`src/rtl/ps2_counter_bcd.sv`:
```
// Sequential binary-to-BCD converter for the PS/2 mouse z-count and button counts.
// One double-dabble step per cycle on all four values; digits update only on done_tick.
module ps2_counter_bcd (
    input  logic        clk,
    input  logic        reset,
    input  logic        start,
    input  logic [15:0] z_count,
    input  logic [7:0]  left_count,
    input  logic [7:0]  middle_count,
    input  logic [7:0]  right_count,
    output logic [3:0]  z_axis_ten_thousands,
    output logic [3:0]  z_axis_thousands,
    output logic [3:0]  z_axis_hundreds,
    output logic [3:0]  z_axis_tens,
    output logic [3:0]  z_axis_units,
    output logic [3:0]  left_button_hundreds,
    output logic [3:0]  left_button_tens,
    output logic [3:0]  left_button_units,
    output logic [3:0]  middle_button_hundreds,
    output logic [3:0]  middle_button_tens,
    output logic [3:0]  middle_button_units,
    output logic [3:0]  right_button_hundreds,
    output logic [3:0]  right_button_tens,
    output logic [3:0]  right_button_units,
    output logic        busy,
    output logic        done_tick
);

    typedef enum logic [1:0] {
        IDLE,
        CONVERT,
        DONE
    } state_t;

    state_t      state_q, state_d;
    logic [3:0]  iter_q, iter_d;

    logic [15:0] z_bin_q, z_bin_d;
    logic [15:0] l_bin_q, l_bin_d;
    logic [15:0] m_bin_q, m_bin_d;
    logic [15:0] r_bin_q, r_bin_d;

    logic [19:0] z_bcd_q, z_bcd_d;
    logic [11:0] l_bcd_q, l_bcd_d;
    logic [11:0] m_bcd_q, m_bcd_d;
    logic [11:0] r_bcd_q, r_bcd_d;

    logic [19:0] z_dig_q, z_dig_d;
    logic [11:0] l_dig_q, l_dig_d;
    logic [11:0] m_dig_q, m_dig_d;
    logic [11:0] r_dig_q, r_dig_d;

    logic [19:0] z_step;
    logic [11:0] l_step, m_step, r_step;

    function automatic logic [19:0] dab20(input logic [19:0] v);
        logic [19:0] r;
        r = v;
        for (int i = 0; i < 5; i++) begin
            if (r[4*i +: 4] >= 4'd5) begin
                r[4*i +: 4] = r[4*i +: 4] + 4'd3;
            end
        end
        return r;
    endfunction

    function automatic logic [11:0] dab12(input logic [11:0] v);
        logic [11:0] r;
        r = v;
        for (int i = 0; i < 3; i++) begin
            if (r[4*i +: 4] >= 4'd5) begin
                r[4*i +: 4] = r[4*i +: 4] + 4'd3;
            end
        end
        return r;
    endfunction

    // Adjust, then shift with the binary MSB entering the BCD LSB.
    always_comb begin
        z_step = (dab20(z_bcd_q) << 1) | {19'd0, z_bin_q[15]};
        l_step = (dab12(l_bcd_q) << 1) | {11'd0, l_bin_q[15]};
        m_step = (dab12(m_bcd_q) << 1) | {11'd0, m_bin_q[15]};
        r_step = (dab12(r_bcd_q) << 1) | {11'd0, r_bin_q[15]};
    end

    always_comb begin
        state_d = state_q;
        iter_d  = iter_q;
        z_bin_d = z_bin_q;
        l_bin_d = l_bin_q;
        m_bin_d = m_bin_q;
        r_bin_d = r_bin_q;
        z_bcd_d = z_bcd_q;
        l_bcd_d = l_bcd_q;
        m_bcd_d = m_bcd_q;
        r_bcd_d = r_bcd_q;
        z_dig_d = z_dig_q;
        l_dig_d = l_dig_q;
        m_dig_d = m_dig_q;
        r_dig_d = r_dig_q;
        unique case (state_q)
            IDLE: begin
                if (start) begin
                    z_bin_d = z_count;
                    l_bin_d = {8'd0, left_count};
                    m_bin_d = {8'd0, middle_count};
                    r_bin_d = {8'd0, right_count};
                    z_bcd_d = '0;
                    l_bcd_d = '0;
                    m_bcd_d = '0;
                    r_bcd_d = '0;
                    iter_d  = 4'd0;
                    state_d = CONVERT;
                end
            end
            CONVERT: begin
                z_bin_d = z_bin_q << 1;
                l_bin_d = l_bin_q << 1;
                m_bin_d = m_bin_q << 1;
                r_bin_d = r_bin_q << 1;
                z_bcd_d = z_step;
                l_bcd_d = l_step;
                m_bcd_d = m_step;
                r_bcd_d = r_step;
                iter_d  = iter_q + 4'd1;
                if (iter_q == 4'd15) begin
                    z_dig_d = z_step;
                    l_dig_d = l_step;
                    m_dig_d = m_step;
                    r_dig_d = r_step;
                    state_d = DONE;
                end
            end
            DONE: begin
                state_d = IDLE;
            end
            default: begin
                state_d = IDLE;
            end
        endcase
    end

    always_ff @(posedge clk) begin
        if (reset) begin
            state_q <= IDLE;
            iter_q  <= '0;
            z_bin_q <= '0;
            l_bin_q <= '0;
            m_bin_q <= '0;
            r_bin_q <= '0;
            z_bcd_q <= '0;
            l_bcd_q <= '0;
            m_bcd_q <= '0;
            r_bcd_q <= '0;
            z_dig_q <= '0;
            l_dig_q <= '0;
            m_dig_q <= '0;
            r_dig_q <= '0;
        end else begin
            state_q <= state_d;
            iter_q  <= iter_d;
            z_bin_q <= z_bin_d;
            l_bin_q <= l_bin_d;
            m_bin_q <= m_bin_d;
            r_bin_q <= r_bin_d;
            z_bcd_q <= z_bcd_d;
            l_bcd_q <= l_bcd_d;
            m_bcd_q <= m_bcd_d;
            r_bcd_q <= r_bcd_d;
            z_dig_q <= z_dig_d;
            l_dig_q <= l_dig_d;
            m_dig_q <= m_dig_d;
            r_dig_q <= r_dig_d;
        end
    end

    assign busy      = (state_q != IDLE);
    assign done_tick = (state_q == DONE);

    assign z_axis_ten_thousands   = z_dig_q[19:16];
    assign z_axis_thousands       = z_dig_q[15:12];
    assign z_axis_hundreds        = z_dig_q[11:8];
    assign z_axis_tens            = z_dig_q[7:4];
    assign z_axis_units           = z_dig_q[3:0];
    assign left_button_hundreds   = l_dig_q[11:8];
    assign left_button_tens       = l_dig_q[7:4];
    assign left_button_units      = l_dig_q[3:0];
    assign middle_button_hundreds = m_dig_q[11:8];
    assign middle_button_tens     = m_dig_q[7:4];
    assign middle_button_units    = m_dig_q[3:0];
    assign right_button_hundreds  = r_dig_q[11:8];
    assign right_button_tens      = r_dig_q[7:4];
    assign right_button_units     = r_dig_q[3:0];

endmodule

```
`config.mk`:
```
export PLATFORM = sky130hd
export DESIGN_NAME = ps2_counter_bcd
export DESIGN_NICKNAME = d
export VERILOG_FILES = /design/src/rtl/ps2_counter_bcd.sv
export SDC_FILE = /design/constraint.sdc
export NUM_CORES = 1
export LEC_CHECK = 0
export ABC_AREA = 1
export BUFFER_PORTS_ARGS = -buffer_cell sky130_fd_sc_hd__buf_2
export CORE_UTILIZATION = 58
export CTS_BUF_LIST = sky130_fd_sc_hd__clkbuf_16
export CTS_CLUSTER_SIZE = 30
export DETAILED_ROUTE_END_ITERATION = 10
export PLACE_DENSITY_LB_ADDON = 0.05
export SETUP_SLACK_MARGIN = 0.2
export SYNTH_ARGS = -nofsm -noshare
export SYNTH_HDL_FRONTEND = slang
export SYNTH_SLANG_ARGS = --single-unit
export TNS_END_PERCENT = 100
```
`constraint.sdc`:
```
create_clock -name clk -period 1.8 [get_ports clk]
set_input_delay 0.27 -clock clk [delete_from_list [all_inputs] [get_ports clk]]
set_output_delay 0.27 -clock clk [all_outputs]
set_load 0.01 [all_outputs]
```
## Yosys cells after proc, flatten, opt, wreduce, memory -nomap -nowiden

Index checks and enable logic that the tools add are counted.

| storage, ports and cells | value |
|---|---|
| word-level logic and storage cells | 91 |
| bits of input ports | 43 |
| RAM bits | 0 |
| memory bits (read-only) | 0 |
| bits in latches | 0 |
| memories kept | 0 |
| flip-flop bits (word level) | 182 |

| cells by class | value |
|---|---|
| $mul | 0 |
| shift-type cells | 0 |
| reduce and logical (&&, ||, !) cells | 6 |
| divide/modulo/power cells | 0 |
| eq/ne operators | 5 |
| add/sub/neg operators | 15 |
| bitwise operators | 4 |
| muxes and demuxes | 33 |
| $lt $le $gt $ge | 14 |

Operators by type and width:

| cell | count |
|---|---|
| 16-bit one-hot mux with 2 select lines | 4 |
| 12-bit one-hot mux with 2 select lines | 3 |
| 16-bit two-way mux | 4 |
| 4-bit by 3-bit greater-or-equal comparator with 1-bit output (second input constant) | 14 |
| 4-bit two-way mux | 11 |
| 4-bit by 2-bit adder with 4-bit output (second input constant) | 10 |
| 20-bit one-hot mux with 2 select lines | 1 |
| 12-bit by 1-bit bitwise OR with 12-bit output | 3 |
| 20-bit two-way mux | 1 |
| 20-bit by 1-bit bitwise OR with 20-bit output | 1 |
| 3-bit by 2-bit adder with 3-bit output (second input constant) | 4 |
| 12-bit two-way mux | 1 |
| 3-bit two-way mux | 4 |
| 4-bit one-hot mux with 2 select lines | 1 |
| 2-bit AND reduction | 3 |
| 4-bit by 1-bit adder with 4-bit output (second input constant) | 1 |
| 4-bit equality test (second input constant) | 1 |
| 2-bit two-way mux | 2 |
| 2-bit != test (second input constant) | 2 |
| 2-bit one-hot mux with 2 select lines | 1 |
| 2-bit nonzero test | 2 |
| 2-bit by 1-bit equality test with 1-bit output (second input constant) | 1 |
| 2-bit equality test (second input constant) | 1 |
| 2-bit logical NOT | 1 |

## Logic depth before layout (Yosys ltp)

Gate-level depths: netlist (run 1).

| logic depth | value |
|---|---|
| depth after elaboration | 4 |
| mapped depth | 9 |

## Least setup slack after synthesis (run 1)

OpenSTA, ideal clock, no wires.

| path | value |
|---|---|
| path kind | register to register |
| start | register iter_q[0] |
| end | register l_dig_q[3] |
| cell stages (with the launch flop) | 7 |
| data required time | 1681 ps |
| setup time | 119 ps |
| path slack | 430 ps |
| arrival | 1250 ps |
| path through | dfxtp_1 -> ha_1 -> nand3_1 -> nor2_4 -> buf_4 -> buf_2 -> a21oi_1 |

| on the way | value |
|---|---|
| word-level cells in the longest chain between the ends | 2 |

Ends and longest elaborated chain:

| element | RTL line | source |
|---|---|---|
| start: declaration | 36 | `logic [3:0] iter_q, iter_d;` |
| start signal: assignment | 161 | `iter_q <= iter_d;` |
| 4-bit equality test | 126 | `if (iter_q == 4'd15) begin` |
| 2-bit AND reduction (no source line) | -- |  |
| end signal: assignment | 171 | `l_dig_q <= l_dig_d;` |
| end: declaration | 49 | `logic [11:0] l_dig_q, l_dig_d;` |

No other way between the ends.
A chain may end at the register's enable or synchronous reset.

## Worst setup path in the final report (run 1)

| path | value |
|---|---|
| start | register state_q[1] |
| end | register z_bcd_q[11] |

| on the way | value |
|---|---|
| word-level cells in the longest chain between the ends | 3 |

Ends and longest elaborated chain:

| element | RTL line | source |
|---|---|---|
| start: declaration | 35 | `state_t state_q, state_d;` |
| start signal: assignment | 160 | `state_q <= state_d;` |
| 2-bit by 1-bit equality test with 1-bit output / 2-bit logical NOT (equally long branches) | 101 | `unique case (state_q)` |
| 2-bit nonzero test (no source line) / 2-bit != test (equally long branches) | -- |  |
| 2-bit AND reduction (no source line) | -- |  |
| end signal: assignment | 166 | `z_bcd_q <= z_bcd_d;` |
| end: declaration | 43 | `logic [19:0] z_bcd_q, z_bcd_d;` |

Several ways; a longest one is shown, not always the timed one.

==> results by group, run 1 <==
Die
  • Chip width: 122 um
  • Die height: between 100 and 150 um
  • Effective utilization at floorplan: 0.595
  • Ports: approximately 100
  • # rows: 43
  • CORE AREA: 13900 um2
  • Die ar.: 14800 um2

Route
  • WL/cell: roughly 12 um
  • Final wirelength: between 15000 and 20000 um
  • Initial DRC Count: 464
  • Vias after detailed routing: approximately 7700
  • First drt pass iteration count: 5
  • Number of remaining DRC errors: 0
  • Post-DRT Antenna Nets: 0
  • Via density: 5.10

Synthesis
  • Synth area leader: dfxtp_1
  • Yosys cell types: 22
  • Synth warnings: 0
  • Post-synthesis cell count: 1217
  • Sequential area share after synthesis: 0.439
  • Mapped Avg Cell Area: approximately 6.8 um2
  • Synth top area cells: dfxtp_1 44%, nand2_1 20%, nand3_1 6.9%
  • Yosys reg bits: 182
  • Cell area after synthesis: 8290 um2
  • Yosys top cell area share: 0.439
  • Mapped Nets: ~1300

Finish
  • Share of cells above drive strength 1: 0.124
  • Final net count: ~1400
  • Area delta synth->final: 16.8%
  • Ant. Diodes: 0
  • FILL cells: approximately 1200
  • Reg area: roughly 3600 um2
  • Non-Filler Instances: 1501
  • Multi-input logic area: around 3900 um2

Timing
  • Min Tclk post-route: around 1500 ps
  • Unrepaired setup endpoints after global routing: false
  • Relative max-transition margin: 0.719
  • Clock Skews: ~5.3 ps
  • Period utilisation layout: 0.816
  • Slew Limit Fails: 0
  • Setup TNS: 0 ps
  • Highest Clock Rate: about 680 MHz
  • Slew @ Worst Pin: roughly 420 ps
  • Final hold violation count: 0
  • Count of final setup violators: 0

Global route
  • Remaining Overflow, GRT: 0
  • Met1 GRT Util: 0.318
  • Gr usage total: 0.253
  • Met2 Usage GRT: 0.433
  • Busiest grt layer: met2
  • First-pass GRT wire length: between 30000 and 40000 um
  • Initial antenna violation count: 0
  • Vias in the first global route: 6782
  • Global Route met3 Usage: 0.0520
  • Pin count of the biggest net entering global routing: 48

Worst setup path
  • Buffers & Inverters on Critical Path: 3
  • CP peak stage delay: just under 400 ps
  • Crit. End Element: flip-flop
  • Worst path slowest cell: dfxtp_1
  • WP depth: 8
  • Register-to-register setup slack: between 300 and 400 ps
  • Worst path cell trace: inv_2 -> nand2_2 -> buf_4 -> nand2_2 -> nor2_4 -> buf_4 -> nand2_1 -> o21ai_0
  • WS Path Type: flip-flop to flip-flop
  • WP data required: 2150 ps
  • Worst EP arrival: between 1500 and 2000 ps
  • Critical Path Source: state_q[1]
  • Reg2reg start: state_q[1]
  • CP startpoint kind: flip-flop
  • Worst-path maximum fanout: 19
  • R2r worst-path depth: 8
  • FF-to-FF End: z_bcd_q[11]
  • CP top delay family: buffers and inverters

Outcome
  • Status: completed

Job
  • Maxcap violations: 0

Clocking
  • Worst-path clk slew: approximately 60 ps
  • Worst skew pair latency: 430 ps
  • Hold-fix buffers, CTS: 0
  • CTS H-tree lvls: 4
  • TritonCTS clock tree: yes
  • Worst-case clock buffer depth: 2
  • Clock buffer count from CTS: 17
  • Clk sink count: 182
  • CTS Root Cell: clkbuf_16

Place
  • Post-DP HPWL: ~12000 um
  • Placed Cells: roughly 1500
  • Placer congestion estimate: ~0.85
  • IO Port Bufs: 100

Pwr
  • Part of the power in registers: 0.485
  • Power Dens Cells: 882 nW/um2
  • Net Sw Frac: 0.217
  • Comb pwr share: 0.057
  • Leak: around 4.8 nW
  • Clock network fraction of design power: 0.458
  • Internal power: between 6 and 7 mW
  • Max VDD drop: 0.706 mV
  • Sw Pwr: 1.86 mW

Min path
  • Worst hold stages: 3
  • End of the worst hold path: m_bin_q[5]
  • HP Start: middle_count[5]
  • Worst min-delay path class: input pin to flip-flop
through the flow:
step / utilization / instance area, um2 / hold slack (ps) / setup WS (ps) / power (mW)
after global placement: 0.648 / 9040 / 428 / 167 / 4.72
after global routing: 0.695 / 9690 / 31.8 / 210 / 8.83
after floorplan: - / 8290 / 380 / 430 / 4.54
after CTS: 0.695 / 9680 / 25.8 / 218 / 8.61
after detailed placement: 0.648 / 9040 / 435 / 118 / 4.72
final: 0.695 / 9690 / 40.2 / 331 / 8.54
flip-flops by register name, indices dropped and copies added (netlist names):
register,cells
m_dig_q,12
l_bin_q,16
l_dig_q,12
m_bcd_q,12
z_bcd_q,20
z_dig_q,20
r_dig_q,12
r_bin_q,16
iter_q,4
l_bcd_q,12
z_bin_q,16
m_bin_q,16
r_bcd_q,12
state_q,2
final cells by class:
cell class | count | area share
multi-input combinational | 845 | 0.399
sequential | 182 | 0.376
timing repair buffer | 127 | 0.0842
inverter | 137 | 0.0535
clock buffer | 17 | 0.0439
tap | 180 | 0.0233
clock inverter | 13 | 0.0196
power by group through the flow:
stage | sequential (mW) | combinational (mW) | clock, mW
floorplan | 4.22 | 0.318 | 0
global placement | 4.23 | 0.485 | 0
detailed placement | 4.23 | 0.488 | 0
CTS | 4.14 | 0.490 | 3.98
global route | 4.15 | 0.540 | 4.14
finish | 4.14 | 0.487 | 3.91
worst max-delay path by stage:
stage	to
CTS	m_bin_q[4]
global route	m_bin_q[4]
detailed placement	r_dig_q[4]
global placement	r_dig_q[4]
floorplan	l_dig_q[3]
finish	z_bcd_q[11]
routing by layer:
| layer | up-vias | routed length, um | share of wire |
|---|---|---|---|
| met5 | - | 0 | 0 |
| met2 | 157 | 8850 | 0.48 |
| met3 | 22 | 671 | 0.037 |
| li1 | 4033 | - | - |
| met4 | 0 | 257 | 0.014 |
| met1 | 3440 | 8470 | 0.46 |
synthesized netlist by cell type (all sizes together):
master and count:
nand4 29, clkbuf 13, ha 29, nand2 436, o22ai 8, dfxtp 182
a21oi 17, o21ai 73, clkinv 1, nor2 116, a31oi 22, o211ai 1
nand3 114, inv 136, buf 40
cells by family (layout without fill, tap and decap cells):
family,Yosys count,in the layout,share of synthesized area
adders and majority gates,29,29,0.0437
buffers and inverters,190,294,0.0956
AOI/OAI and AO/OA,121,121,0.0778
DFF,182,182,0.439
and+or+nand+nor,695,695,0.343
cell usage in the layout, fill, tap and decap left out, types with 3 or more instances in the layout:
master / netlist / routed
dfxtp_1: 182 / 180
bufinv_16: 0 / 5
ha_1: 29 / 29
o22ai_1: 8 / 8
a31oi_1: 22 / 22
nand3_1: 114 / 114
inv_1: 135 / 137
buf_2: 28 / 100
nand4_1: 29 / 29
buf_12: 0 / 9
buf_4: 2 / 18
a21oi_1: 17 / 17
nand2_1: 433 / 433
nor2_4: 2 / 3
nor2_1: 113 / 112
nand2_2: 3 / 3
clkbuf_16: 0 / 17
o21ai_0: 73 / 73
clkinvlp_4: 0 / 3
worst reg2reg max path, delay by kind of cell (launching register included):
kind | cells | cell delay, ps
and+or+nand+nor | 4 | 400
DFF | 1 | 390
AOI/OAI and AO/OA | 1 | 80
buffers and inverters | 3 | 510
repair_timing:
action	CTS	global route
resized for setup	0	3
pin swaps	1	1
buffers inserted	2	0
endpoints found under the setup margin	56	51
No activity file was read; power rests on OpenSTA's default activity.
==> run 2: changes to the inputs <==
--- a/config.mk
+++ b/config.mk
@@ -5,9 +5,9 @@
 export SDC_FILE = /design/constraint.sdc
 export NUM_CORES = 1
 export LEC_CHECK = 0
-export ABC_AREA = 1
+export ABC_AREA = 0
 export BUFFER_PORTS_ARGS = -buffer_cell sky130_fd_sc_hd__buf_2
-export CORE_UTILIZATION = 58
+export CORE_UTILIZATION = 52
 export CTS_BUF_LIST = sky130_fd_sc_hd__clkbuf_16
 export CTS_CLUSTER_SIZE = 30
 export DETAILED_ROUTE_END_ITERATION = 10
==> constraint.sdc (replaced) <==
create_clock -name clk -period 1.2 [get_ports clk]
set_input_delay 0.18 -clock clk [delete_from_list [all_inputs] [get_ports clk]]
set_output_delay 0.18 -clock clk [all_outputs]
set_load 0.01 [all_outputs]
==> run 2 against run 1 <==
  * The flow now finishes with violations (setup timing)
  * Flip-flop and latch count unchanged
  * Largest cell class unchanged
  * Clock skew rose by 4.5 ps
  * Sequential share of layout area is 9.8 points lower
==> results by group, run 2 <==
Outcome
  • Status: complete, but fails checks (was completed)
  • Failing checks: setup timing

Route
  • Vias after detailed routing: 8678 (was 7652)
  • Number of remaining DRC errors: 0 (unchanged)
  • Post-DRT Antenna Nets: 0 (unchanged)
  • Initial DRC Count: 1049 (was 464)
  • WL/cell: 28.7 um (was 12.2 um)
  • Final wirelength: 37000 um (was 18200 um)
  • First drt pass iteration count: 5 (unchanged)
  • Via density: 6.73 (was 5.10)

Synthesis
  • Cell area after synthesis: 7760 um2 (was 8290 um2)
  • Mapped Nets: 898 (was 1289)
  • Async S/R FF share, synth: 0 (unchanged)
  • Yosys top cell area share: 0.470 (was 0.439)
  • Sequential area share after synthesis: 0.470 (was 0.439)
  • Synth warnings: 0 (unchanged)
  • Mapped Avg Cell Area: 9.39 um2 (was 6.82 um2)
  • Yosys cell types: 36 (was 22)
  • Post-synth top flop: dfxtp_1 (unchanged)
  • Count leader, synth: dfxtp_1 (was nand2_1)
  • Post-synth EDFFs: 0 (unchanged)
  • Post-synthesis cell count: 826 (was 1217)
  • Synth area leader: dfxtp_1 (unchanged)
  • Synth top area cells: dfxtp_1 47%, a22o_1 4.9%, ha_1 4.7% (was dfxtp_1 44%, nand2_1 20%, nand3_1 6.9%)
  • Commonest cells post-synth: 182 x dfxtp_1, 68 x nor2_1, 58 x a21oi_1 (was 433 x nand2_1, 182 x dfxtp_1, 135 x inv_1)
  • Yosys reg bits: 182 (unchanged)

Timing
  • Clock Skews: 9.74 ps (was 5.28 ps)
  • Setup TNS: -56110 ps (was 0 ps)
  • Final hold violation count: 0 (unchanged)
  • Final worst-path setup slack: -839 ps (was 331 ps)
  • Relative max-transition margin: 0.510 (was 0.719)
  • Slew @ Worst Pin: 735 ps (was 420 ps)
  • Slew Limit Fails: 0 (unchanged)
  • Unrepaired setup endpoints after global routing: true (was false)
  • Count of final setup violators: 184 (was 0)
  • Highest Clock Rate: 490 MHz (was 681 MHz)
  • Fin Hold WS: 64.5 ps (was 40.2 ps)
  • Period utilisation layout: 1.70 (was 0.816)
  • Min Tclk post-route: 2040 ps (was 1470 ps)

Die
  • Effective utilization at floorplan: 0.534 (was 0.595)
  • Ports: 101 (unchanged)
  • Chip width: 124 um (was 122 um)
  • CORE AREA: 14500 um2 (was 13900 um2)
  • Die ar.: 15400 um2 (was 14800 um2)
  • Die height: 124 um (was 122 um)
  • # rows: 44 (was 43)

Worst setup path
  • CP startpoint kind: flip-flop (unchanged)
  • Worst path cell trace: buf_6 -> buf_6 -> o21bai_4 -> buf_6 -> buf_6 -> a21o_1 -> a21oi_1 -> nor2_1 (was inv_2 -> nand2_2 -> buf_4 -> nand2_2 -> nor2_4 -> buf_4 -> nand2_1 -> o21ai_0)
  • WS Path Type: flip-flop to flip-flop (unchanged)
  • WP data required: 1490 ps (was 2150 ps)
  • CP peak stage delay: 580 ps (was 390 ps)
  • Worst EP arrival: 2330 ps (was 1820 ps)
  • Worst-path maximum fanout: 6 (was 19)
  • Buffers & Inverters on Critical Path: 4 (was 3)
  • WP depth: 8 (unchanged)
  • Register-to-register setup slack: -840 ps (was 330 ps)
  • CP top delay family: compound AO/OA/AOI/OAI gates (was buffers and inverters)
  • Critical Path Source: state_q[0] (was state_q[1])
  • Crit. End Element: flip-flop (unchanged)
  • Worst path slowest cell: a21oi_1 (was dfxtp_1)
  • Crit path top cell by count: buf_6
  • Reg2reg start: state_q[0] (was state_q[1])
  • R2r worst-path depth: 8 (unchanged)

Clocking
  • Clk sink count: 182 (unchanged)
  • Clock buffer count from CTS: 17 (unchanged)
  • CTS H-tree lvls: 4 (unchanged)
  • Worst-path clk slew: 70 ps (was 60 ps)
  • TritonCTS clock tree: yes (unchanged)
  • CTS Root Cell: clkbuf_16 (unchanged)
  • Worst-case clock buffer depth: 2 (unchanged)
  • Worst skew pair latency: 450 ps (was 430 ps)

Min path
  • HP Start: z_count[13] (was middle_count[5])
  • Worst hold stages: 3 (unchanged)
  • Worst min-delay path class: input pin to flip-flop (unchanged)

Global route
  • Initial antenna violation count: 1 (was 0)
  • First-pass GRT wire length: 42500 um (was 30000 um)
  • Remaining Overflow, GRT: 0 (unchanged)
  • Gr usage total: 0.368 (was 0.253)
  • Pin count of the biggest net entering global routing: 30 (was 48)
  • Vias in the first global route: 8034 (was 6782)

Finish
  • Share of cells above drive strength 1: 0.611 (was 0.124)
  • Commonest non-fill, non-tap cell in the layout: buf_4 (was nand2_1)
  • Top flop regs: z_bcd_q: 20 flops, z_dig_q: 20 flops (unchanged)
  • Area delta synth->final: 74.8% (was 16.8%)
  • Most frequent cells in the layout: 104 x buf_4, 101 x dfxtp_1, 87 x buf_6 (was 433 x nand2_1, 180 x dfxtp_1, 137 x inv_1)
  • Ant. Diodes: 0 (unchanged)
  • Final net count: 1164 (was 1382)
  • FILL cells: 406 (was 1216)

Pwr
  • Power Dens Cells: 1070 nW/um2 (was 882 nW/um2)
  • Max VDD drop: 1.07 mV (was 0.706 mV)
  • Leak: 5.79 nW (was 4.76 nW)

Place
  • Placer congestion estimate: 0.807 (was 0.852)
  • IO Port Bufs: 100 (unchanged)
  • Post-DP HPWL: 13900 um (was 12100 um)

Job
  • Maxcap violations: 0 (unchanged)
-- run 2: changes by cell type in the layout (fill, tap and decap cells not counted), moves of 28 or more --
cell | previous run | this run
ha_1 | 29 | 1
nand4_1 | 29 | 0
a21o_1 | 0 | 38
a22o_1 | 0 | 43
nor2_1 | 112 | 45
buf_6 | 0 | 87
dfxtp_1 | 180 | 101
nand2_1 | 433 | 38
buf_2 | 100 | 42
buf_4 | 18 | 104
inv_1 | 137 | 10
nand3_1 | 114 | 1
o21ai_0 | 73 | 15
dfxtp_2 | 2 | 70
-- run 2: final timing paths --
| kind | endpoint |
|---|---|
| hold reg to reg | l_bin_q[1] |
| setup / recovery | iter_q[3] |
| hold / removal | z_bin_q[13] |
| setup reg to reg | iter_q[3] |
-- run 2: tightest hold or removal path, cell delays in order --
cell and delay, ps:
buf_2 120, nand2_1 70, a311oi_2 90
-- run 2: cell type report --
class / instances / area (um2) / area share
multi-input combinational: 550 / 5350 / 0.395
sequential: 182 / 3770 / 0.278
timing repair buffer: 306 / 3480 / 0.257
clock buffer: 17 / 425 / 0.0314
tap: 184 / 230 / 0.0170
clock inverter: 15 / 156 / 0.0115
inverter: 35 / 144 / 0.0106
-- run 2: report_power, final --
group	switching, mW	leakage (nW)	internal [mW]	total (mW)
clock	2.70	0.289	3.09	5.78
sequential	0.168	1.52	6.17	6.34
combinational	1.15	3.98	1.23	2.38
-- run 2: kinds of logic (layout without fill, tap and decap cells) --
| group | count (synthesis) | after routing | synth area share |
|---|---|---|---|
| AO/OA/AOI/OAI | 273 | 273 | 0.256 |
| AND/OR/NAND/NOR | 219 | 220 | 0.142 |
| multiplexers | 14 | 14 | 0.0181 |
| buffers and inverters | 95 | 373 | 0.0522 |
| adder cells (fa/ha/maj) | 29 | 29 | 0.0468 |
| flip-flops | 182 | 182 | 0.470 |
| XOR/XNOR | 14 | 14 | 0.0158 |
-- run 2: metal layers --
metal  up-vias  global-route usage  part of all wire
met2       681               0.633              0.48
met1      4244               0.417              0.36
met4         0               0.208             0.069
li1       3530                   -                 -
met3       223              0.0852             0.092
met5         -                   0                 0
-- run 2: stage by stage --
| stage | power, mW | util | instances | worst slack [ps] | area, um2 |
|---|---|---|---|---|---|
| 2_1_floorplan | 7.38 | - | 826 | -260 | 8840 |
| 3_3_place_gp | 7.70 | 0.688 | 1155 | -306 | 10000 |
| 3_5_place_dp | 7.74 | 0.688 | 1155 | -340 | 10000 |
| 4_1_cts | 13.9 | 0.862 | 1250 | -339 | 12500 |
| 5_1_grt | 14.8 | 0.933 | 1289 | -931 | 13600 |
| 6_report | 14.5 | 0.933 | 1289 | -839 | 13600 |
-- run 2: timing repair --
| item | 4_1_cts | 5_1_grt |
|---|---|---|
| gates resized for setup | 236 | 151 |
| gates cloned | 21 | 3 |
| endpoints found under the hold margin | 10 | 0 |
| buffers inserted | 32 | 36 |
| setup endpoints to repair | 240 | 240 |
| hold buffers | 10 | 0 |
| pin swaps | 53 | 47 |
